==> config.mk <==
export PLATFORM = sky130hd
export DESIGN_NAME = seg_scan
export DESIGN_NICKNAME = d
export VERILOG_FILES = /design/src/rtl/seg_scan.sv
export SDC_FILE = /design/constraint.sdc
export NUM_CORES = 1
export LEC_CHECK = 0
export CAP_MARGIN = 20
export CORE_MARGIN = 2
export CORE_UTILIZATION = 35
export DETAILED_ROUTE_END_ITERATION = 6
export HOLD_SLACK_MARGIN = 0.03
export PLACE_DENSITY = 0.53
export SYNTH_ARGS = -nofsm -noshare
export SYNTH_HDL_FRONTEND = slang
export SYNTH_SLANG_ARGS = --single-unit
==> constraint.sdc <==
create_clock -name sclk -period 3 [get_ports sclk]
set_input_delay 0.6 -clock sclk [delete_from_list [all_inputs] [get_ports sclk]]
set_output_delay 0.6 -clock sclk [all_outputs]
set_load 0.02 [all_outputs]
==> src/rtl/seg_scan.sv <==
// Multiplexed 8-digit, 7-segment display scanner.
// Each digit owns one slot of SLOT_CYC cycles. The first BLANK_CYC cycles of
// every slot drive all digits off so the previous digit's pattern does not
// ghost onto the next one. The eight display codes and the point enables are
// captured once per frame, so a frame never mixes old and new values.
module seg_scan #(
    parameter int SLOT_CYC  = 50000,
    parameter int BLANK_CYC = 500
) (
    input  logic       sclk,
    input  logic       rst,
    input  logic [3:0] bit_7,
    input  logic [3:0] bit_6,
    input  logic [3:0] bit_5,
    input  logic [3:0] bit_4,
    input  logic [3:0] bit_3,
    input  logic [3:0] bit_2,
    input  logic [3:0] bit_1,
    input  logic [3:0] bit_0,
    input  logic [7:0] dp_en,
    output logic [7:0] sel,
    output logic [7:0] seg,
    output logic       frame_start
);

    localparam int CW = (SLOT_CYC > 1) ? $clog2(SLOT_CYC) : 1;
    localparam logic [CW-1:0] SLOT_LAST = CW'(SLOT_CYC - 1);

    logic [CW-1:0] cnt_slot;
    logic [2:0]    idx;
    logic [3:0]    snap_code [8];
    logic [7:0]    snap_dp;
    logic          slot_end;
    logic          capture;
    logic          blank;
    logic [3:0]    cur_code;
    logic [6:0]    cur_seg;

    assign slot_end = (cnt_slot == SLOT_LAST);
    assign capture  = slot_end && (idx == 3'd7);

    // A zero-length blank window needs no comparator at all.
    generate
        if (BLANK_CYC == 0) begin : g_no_blank
            assign blank = 1'b0;
        end else begin : g_blank
            localparam logic [CW-1:0] BLANK_LIM = CW'(BLANK_CYC);
            assign blank = (cnt_slot < BLANK_LIM);
        end
    endgenerate

    // Active-low segment pattern {g,f,e,d,c,b,a}; 10 and 12-15 are blank, 11 is a dash.
    function automatic logic [6:0] decode(input logic [3:0] code);
        logic [6:0] pat;
        case (code)
            4'd0:    pat = 7'h40;
            4'd1:    pat = 7'h79;
            4'd2:    pat = 7'h24;
            4'd3:    pat = 7'h30;
            4'd4:    pat = 7'h19;
            4'd5:    pat = 7'h12;
            4'd6:    pat = 7'h02;
            4'd7:    pat = 7'h78;
            4'd8:    pat = 7'h00;
            4'd9:    pat = 7'h10;
            4'd11:   pat = 7'h3F;
            default: pat = 7'h7F;
        endcase
        return pat;
    endfunction

    // Look up the pattern for the digit currently being scanned.
    always_comb begin
        cur_code = snap_code[idx];
        cur_seg  = decode(cur_code);
    end

    // Slot timer and digit index; the index steps on the last cycle of each slot.
    always_ff @(posedge sclk or posedge rst) begin
        if (rst) begin
            cnt_slot <= '0;
            idx      <= 3'd0;
        end else if (slot_end) begin
            cnt_slot <= '0;
            idx      <= idx + 3'd1;
        end else begin
            cnt_slot <= cnt_slot + CW'(1);
        end
    end

    // Frame snapshot: inputs are only looked at on the final cycle of digit 7.
    always_ff @(posedge sclk or posedge rst) begin
        if (rst) begin
            for (int i = 0; i < 8; i++) begin
                snap_code[i] <= 4'd10;
            end
            snap_dp <= 8'h00;
        end else if (capture) begin
            snap_code[0] <= bit_0;
            snap_code[1] <= bit_1;
            snap_code[2] <= bit_2;
            snap_code[3] <= bit_3;
            snap_code[4] <= bit_4;
            snap_code[5] <= bit_5;
            snap_code[6] <= bit_6;
            snap_code[7] <= bit_7;
            snap_dp      <= dp_en;
        end
    end

    // Registered display drive, one cycle behind the (cnt_slot, idx) state.
    always_ff @(posedge sclk or posedge rst) begin
        if (rst) begin
            sel         <= 8'hFF;
            seg         <= 8'hFF;
            frame_start <= 1'b0;
        end else begin
            frame_start <= capture;
            if (blank) begin
                sel <= 8'hFF;
                seg <= 8'hFF;
            end else begin
                sel <= ~(8'h01 << idx);
                seg <= {~snap_dp[idx], cur_seg};
            end
        end
    end

endmodule

# Word-level counts from Yosys, hierarchy flattened
# Memories as Yosys holds them, arrays and structs flattened.
# Cells that the tools add are included.
[word_totals] latch_bits=0 mem_bits_rw=0 mem_count=1 out_inout_bits=17 wordCells=35 inputBits=42 mem_bits_ro=112 regBits=76
[op_classes] magnitude_cmp=3 n_mux=8 bitwise=3 n_reduce_logical=1 n_div=0 n_shift=1 eq_ne=2 mul=0 addsub=2
[memory_table] name="(no name shown)" words=16 width=7 read_ports=1 rd_clocked_by_memory_dff=0 write_ports=0 line_no="55" source="case (code)"
[op_table] operator="$add A16 B1 Y16 const B" count=1
[op_table] operator="$eq A16 B16 Y1 const B" count=1
[op_table] operator="$lt A16 B9 Y1 const B" count=1
[op_table] operator="$mux W16" count=1
[op_table] operator="$mux W8" count=2
[op_table] operator="$bmux W4 S3" count=1
[op_table] operator="$mux W4" count=2
[op_table] operator="$not A8 Y8" count=1
[op_table] operator="$shl A1 B3 Y8 const A" count=1
[op_table] operator="$ge A4 B4 Y1 const B" count=1
[op_table] operator="$lt A3 B4 Y1 const B" count=1
[op_table] operator="$not A3 Y4" count=1
[op_table] operator="$add A3 B1 Y3 const B" count=1
[op_table] operator="$bmux W1 S3" count=1
[op_table] operator="$eq A3 B3 Y1 const B" count=1
[op_table] operator="$logic_and A1 B1 Y1" count=1
[op_table] operator="$mux W1" count=1
[op_table] operator="$not A1 Y1" count=1

# Depth between registers and ports, before layout
# Gate-level depths: netlist of the first run.
# An unclocked memory read counts as a cell.
[logic_depth] depth_word=6 depth_mapped=8 depth_no_buf=7

# Worst setup path before layout of the first run
# Ideal clock, no wire load.
[synth_timing] path_kind="register to register" startpoint="register idx[0]" endpoint="register seg[6]" stages_incl_launch_ff=8 period_less_slack_ns=2.097 path_buffers=1 t_required_ns=2.902 path_slack_ns=0.903 setup_time_ns=0.098 arrival_time_ns=1.998 cell_sequence="dfrtp_1 buf_6 mux4_1 mux2i_2 inv_1 ha_1 nor2_1 a22oi_1"
[synth_via] elab_chain_cells=6
[synth_rtl] element="from (decl)" line_no="30" source="logic [2:0] idx;"
[synth_rtl] element="from (signal assigned)" line_no="85" source="idx <= idx + 3'd1;"
[synth_rtl] element="$not A3 Y4 (not written as such)" line_no="74" source="cur_code = snap_code[idx];"
[synth_rtl] element="$bmux W4 S3" line_no="74"
[synth_rtl] element="$mux W4 (not written as such) (2 in series)" line_no="74"
[synth_rtl] element="$mem_v2 Z16 W7"
[synth_rtl] element="$mux W8" line_no="119" source="if (blank) begin"
[synth_rtl] element="to (signal assigned)" line_no="124" source="seg <= {~snap_dp[idx], cur_seg};"
[synth_rtl] element="to (decl)" line_no="22" source="output logic [7:0] seg,"
# No other way between the ends. The select of a mux whose other input is x is not followed.
# A chain may end at the register's enable or synchronous reset.

# Worst setup path after layout of the first run
[layout_timing] startpoint="register idx[0]" endpoint="register seg[0]"
# The elaborated chain is that of the path after synthesis.

==> flow_metrics.env, run 1 <==
export IMPL_grt_start_max_net_pins=77
export IMPL_cap_violations=0
export IMPL_async_flop_share_pct=100
export IMPL_fmax_mhz=429
export IMPL_crit_required_ps=3270
export IMPL_whs_path_depth=1
export IMPL_grtUsageTotal_pct=13.8
export IMPL_initialDrtViolationCount=47
export IMPL_final_setup_tns_ps=0
export IMPL_fin_nets=376
export IMPL_max_vdd_ir_drop_mv=0.208
export IMPL_total_power_uw=1960
export IMPL_grt_pass1_vias=2250
export IMPL_portBuffers=58
export IMPL_pre_cts_slack_ps=650
export IMPL_n_antenna_cell=0
export IMPL_cp_startpoint="idx[0]"
export IMPL_seq_area_um2=1940
export IMPL_setup_viol=0
export IMPL_rr_startpoint="idx[0]"
export IMPL_antenna_found_initial=0
export IMPL_start_util_pct=36.3
export IMPL_period_minus_slack_ps=2330
export IMPL_drc=0
export IMPL_core_area_um2=9820
export IMPL_hold_viol_final=0
export IMPL_cpPeakStageDelay_ps=640
export IMPL_reg2regPathDepth=7
export IMPL_grt_pass1_wl_um=11600
export IMPL_drive_gt1_share_pct=21.2
export IMPL_setup_slack_ps=667
export IMPL_num_vias=2178
export IMPL_hp_class="reg -> reg"
export IMPL_cpLargestDelayFamily="multiplexers"
export IMPL_path_cells="mux4_1, mux2i_1, inv_1, ha_1, nor2_1, o21ai_2, o31a_1"
export IMPL_cts_hold_buf=0
export IMPL_routed_wl_um=6890
export IMPL_cp_start_kind="register"
export IMPL_yosysTopAreaCell="dfrtp_1"
export IMPL_numCtsBuffers=9
export IMPL_dieWidth_um=105
export IMPL_outcome="finished, final reports clean"
export IMPL_relSlewSlack_pct=66.2
export IMPL_clock_path_buffers=2
export IMPL_yosys_warnings=0
export IMPL_synth_top_cells_by_area="dfrtp_1 (31%), dfstp_2 (24%), mux2_1 (13%)"
export IMPL_synth_distinct_cells=48
export IMPL_criticalPathCategory="reg -> reg"
export IMPL_leakagePower_uw=0.00202
export IMPL_dieHeight_um=105
export IMPL_cts_sinks=76
export IMPL_cts_tree="done"
export IMPL_min_from="cnt_slot[0]"
export IMPL_syn_area_um2=3570
export IMPL_dr_pass1_iters=4
export IMPL_ys_ff_latch=76
export IMPL_dieArea_um2=11000
export IMPL_clk_pin_slew_ps=80
export IMPL_grt_setup_unrepaired="no"
export IMPL_syn_to_final_growth_pct=26.7
export IMPL_wire_per_inst_um=15.0
export IMPL_viasPerCell=4.75
export IMPL_whs_ps=484
export IMPL_io_pin_count=59
export IMPL_power_density_nw_per_um2=434
export IMPL_cp_max_fo=8
export IMPL_critPathArrivalTime_ps=2600
export IMPL_maxSlewViolCount=0
export IMPL_ctsResizeCount=0
export IMPL_period_share_pct=77.8
export IMPL_synth_cells=255
export IMPL_fill_cells=949
export IMPL_finClkSkew_ps=13.4
export IMPL_overflow=0
export IMPL_crit_path_end_kind="register"
export IMPL_avgSynthCellArea_um2=14.0
export IMPL_reg2reg_slack_ps=670
export IMPL_rows=36
export IMPL_synth_top_cell_area_share_pct=30.9
export IMPL_min_to="cnt_slot[0]"
export IMPL_critPathSlowestCell="mux4_1"
export IMPL_syn_num_nets=310
export IMPL_gp_congestion=0.805
export IMPL_insertion_delay_ps=350
export IMPL_path_buf_inv=1
export IMPL_cts_max_level=3
export IMPL_post_cts_buffers=0
export IMPL_ys_flop_type="dfrtp_1"
export IMPL_ant_nets=0
export IMPL_synth_edf_count=0
export IMPL_root_buffer="clkbuf_8"
export IMPL_rr_endpoint="seg[0]"
export IMPL_seq_area_frac_synth_pct=54.4
export IMPL_dp_hpwl_um=4870
export IMPL_worst_slew_pin_slew_ps=506
export IMPL_multi_input_area_um2=1520
-- where the power goes --
group | internal (uW) | total [uW] | switching, uW | leakage (uW)
Combinational | 49.5 | 77.4 | 27.9 | 0.000980
Clock | 465 | 857 | 391 | 0.000109
Sequential | 1030 | 1030 | 0 | 0.000934
-- metal layers --
layer  vias up  track usage (%)  part of all wire (%)
li1       1039                -                     -
met1      1083             19.5                    50
met2        48             19.9                    45
met3         8             3.87                   4.1
met4         0             5.43                   1.3
met5         -                0                     0
-- Yosys cell counts, drive strengths merged (3+ instances only) --
library cell / instances
dfrtp: 44
mux2: 43
dfstp: 32
nand2: 19
nor2: 14
ha: 13
mux4: 10
nand3: 9
buf: 7
inv: 7
o21ai: 7
xnor2: 7
xor2: 6
a21oi: 4
and2: 4
mux2i: 4
nor3: 3
-- sequential cells by signal (all words and copies together), names as in the netlist --
name	cells
snap_dp	8
cnt_slot	16
seg	8
sel	8
frame_start	1
snap_code	32
idx	3
-- through the flow --
stage	util [%]	std cells	area, um2
floorplan	-	255	3570
global placement	43.8	443	4310
detailed placement	43.8	443	4310
CTS	46.0	459	4520
global route	46.0	459	4520
finish	46.0	459	4520
-- worst max-delay path by stage --
stage	endpoint	slack, ps	cells past startpoint
6_report	seg[0]	670	7
5_1_grt	seg[6]	500	6
4_1_cts	seg[0]	630	7
3_5_place_dp	seg[6]	650	6
3_3_place_gp	seg[6]	760	6
2_1_floorplan	cnt_slot[0]	510	1
-- worst register-to-register path: cells and delay by family (launching register included) --
kind                     cells  cell delay, ps
flip-flops                   1             570
buffers and inverters        1             140
AND/OR/NAND/NOR              1             130
multiplexers                 2            1030
adder cells (fa/ha/maj)      1             210
AO/OA/AOI/OAI                2             180
-- placed cells by master (no fill, tap or decap), types with 4 or more instances in the layout --
cell             count
a21oi_1              4
buf_4                4
clkbuf_8             9
clkdlybuf4s50_1     58
dfrtp_1             44
dfstp_2             32
ha_1                13
inv_1                5
mux2_1              40
mux4_1               9
nand2_1             19
nand3_1              9
nor2_1              13
o21ai_0              5
xnor2_1              7
xor2_1               6
-- cells by family after synthesis --
| family | Yosys count | synth area share, % |
|---|---|---|
| xor gates and xnor gates | 13 | 3.19 |
| AOI/OAI and AO/OA | 18 | 3.44 |
| and+or+nand+nor | 62 | 9.23 |
| muxes | 57 | 22.2 |
| buffers and inverters | 16 | 2.98 |
| adders and majority gates | 13 | 4.56 |
| DFF | 76 | 54.4 |
-- cell type report --
| class | count | area share (%) |
|---|---|---|
| tap | 133 | 3.68 |
| sequential | 76 | 43.0 |
| timing repair buffer | 64 | 14.4 |
| multi-input combinational | 163 | 33.6 |
| clock inverter | 7 | 2.02 |
| clock buffer | 9 | 2.74 |
| inverter | 7 | 0.581 |
Power figures use the tool's default switching activity.
==> run 2, diff against run 1 <==
Clock period 3 ns to 2.25 ns, I/O delays scaled along.
==> flow_metrics.env, run 2 (synthesis results as in run 1) <==
export IMPL_worst_slew_pin_slew_ps=397
export IMPL_largest_register="snap_code"
export IMPL_routed_wl_um=6950
export IMPL_clk_pin_slew_ps=80
export IMPL_period_share_pct=92.9
export IMPL_largest_register_ffs=32
export IMPL_mostFrequentLayoutCells="clkdlybuf4s50_1 (58), dfrtp_1 (43), mux2_1 (40), dfstp_2 (32), nand2_1 (19)"
export IMPL_drive_gt1_share_pct=22.4
export IMPL_final_setup_tns_ps=0
export IMPL_whs_path_depth=1
export IMPL_n_antenna_cell=0
export IMPL_drc=0
export IMPL_criticalPathCategory="reg -> reg"
export IMPL_core_area_um2=9820
export IMPL_dr_pass1_iters=6
export IMPL_num_vias=2166
export IMPL_viasPerCell=4.68
export IMPL_leakagePower_uw=0.00202
export IMPL_hold_viol_final=0
export IMPL_antenna_found_initial=0
export IMPL_grt_setup_unrepaired="no"
export IMPL_fill_cells=911
export IMPL_cp_max_fo=9
export IMPL_root_buffer="clkbuf_8"
export IMPL_relSlewSlack_pct=73.5
export IMPL_io_pin_count=59
export IMPL_overflow=0
export IMPL_reg2regPathDepth=5
export IMPL_start_util_pct=36.3
export IMPL_hp_class="reg -> reg"
export IMPL_setup_viol=0
export IMPL_rows=36
export IMPL_whs_ps=486
export IMPL_dieWidth_um=105
export IMPL_final_util_pct=46.3
export IMPL_grt_pass1_vias=2198
export IMPL_dp_hpwl_um=5020
export IMPL_top_regs="snap_code (32), cnt_slot (16)"
export IMPL_post_cts_buffers=0
export IMPL_crit_required_ps=2530
export IMPL_clock_path_buffers=2
export IMPL_crit_path_end_kind="register"
export IMPL_ctsResizeCount=0
export IMPL_grtUsageTotal_pct=13.3
export IMPL_fin_nets=380
export IMPL_dieArea_um2=11000
export IMPL_outcome="finished, final reports clean"
export IMPL_fmax_mhz=479
export IMPL_layout_commonest_cell="clkdlybuf4s50_1"
export IMPL_power_density_nw_per_um2=546
export IMPL_cts_sinks=76
export IMPL_insertion_delay_ps=340
export IMPL_numCtsBuffers=9
export IMPL_grt_pass1_wl_um=11400
export IMPL_dieHeight_um=105
export IMPL_portBuffers=58
export IMPL_max_vdd_ir_drop_mv=0.214
export IMPL_cts_tree="done"
export IMPL_finClkSkew_ps=7.80
export IMPL_setup_slack_ps=160
export IMPL_ant_nets=0
export IMPL_cp_start_kind="register"
export IMPL_pre_cts_slack_ps=49.6
export IMPL_cts_max_level=3
export IMPL_critPathArrivalTime_ps=2360
export IMPL_cap_violations=0
export IMPL_gp_congestion=0.805
export IMPL_maxSlewViolCount=0
export IMPL_initialDrtViolationCount=54
export IMPL_wire_per_inst_um=15.0
export IMPL_cts_hold_buf=0
export IMPL_grt_start_max_net_pins=77
export IMPL_period_minus_slack_ps=2090
export IMPL_syn_to_final_growth_pct=27.4
==> run 2: cell count changes in the layout (fill, tap and decap cells not counted) <==
cell / before / now
inv_2: 2 / 1
dfrtp_1: 44 / 43
clkinv_4: 1 / 0
bufinv_16: 2 / 1
clkinvlp_4: 1 / 4
dfrtp_2: 0 / 1
buf_4: 4 / 7
buf_12: 2 / 3
==> run 2: cell type report <==
| class | count | area, um2 | area share [%] |
|---|---|---|---|
| well taps | 133 | 166 | 3.66 |
| multi-input cells | 163 | 1520 | 33.5 |
| flip-flops and latches | 76 | 1940 | 42.8 |
| clock buffers | 9 | 124 | 2.73 |
| repair buffers | 68 | 693 | 15.3 |
| inverters | 7 | 30.0 | 0.661 |
| clock inverters | 7 | 67.6 | 1.49 |
==> run 2: worst max-delay path, stage by stage (launching register included) <==
cell,delay (ps)
dfrtp_2,490
buf_4,180
mux4_1,540
mux2_4,330
mux2_1,330
a22oi_2,140
==> run 2: worst paths after layout <==
path | from | endpoint | slack, ps
setup / recovery | idx[0] | seg[5] | 160
hold / removal | snap_code[22] | snap_code[22] | 490
setup reg to reg | idx[0] | seg[5] | 160
hold reg to reg | snap_code[22] | snap_code[22] | 490
max in group asynchronous | rst | snap_code[7] | 1330
min in group asynchronous | rst | snap_code[10] | 550
==> run 2: report_power, final <==
| part | total (uW) | switching [uW] | internal (uW) |
|---|---|---|---|
| sequential | 1370 | 0 | 1370 |
| clock | 1010 | 507 | 506 |
| combinational | 103 | 36.5 | 66.0 |
| total | 2480 | 543 | 1940 |
==> run 2: through the flow <==
step | instances | area [um2] | total power, uW
global route | 463 | 4540 | 2590
finish | 463 | 4540 | 2480
global placement | 447 | 4350 | 1500
floorplan | 255 | 3570 | 1410
CTS | 463 | 4540 | 2530
detailed placement | 447 | 4350 | 1500
==> run 2: metal layers <==
metal / global-route usage (%) / vias to the layer above / wire (um)
li1: - / 1050 / -
met1: 17.3 / 1052 / 3170
met2: 20.5 / 56 / 3280
met3: 4.68 / 8 / 403
met4: 4.86 / 0 / 106
met5: 0 / - / 0
==> run 3, diff against run 2 <==
Settings changed: SLEW_MARGIN from default to 30.
==> results of run 3 <==
No change in the layout: final DEF, timing and power equal those of run 2.
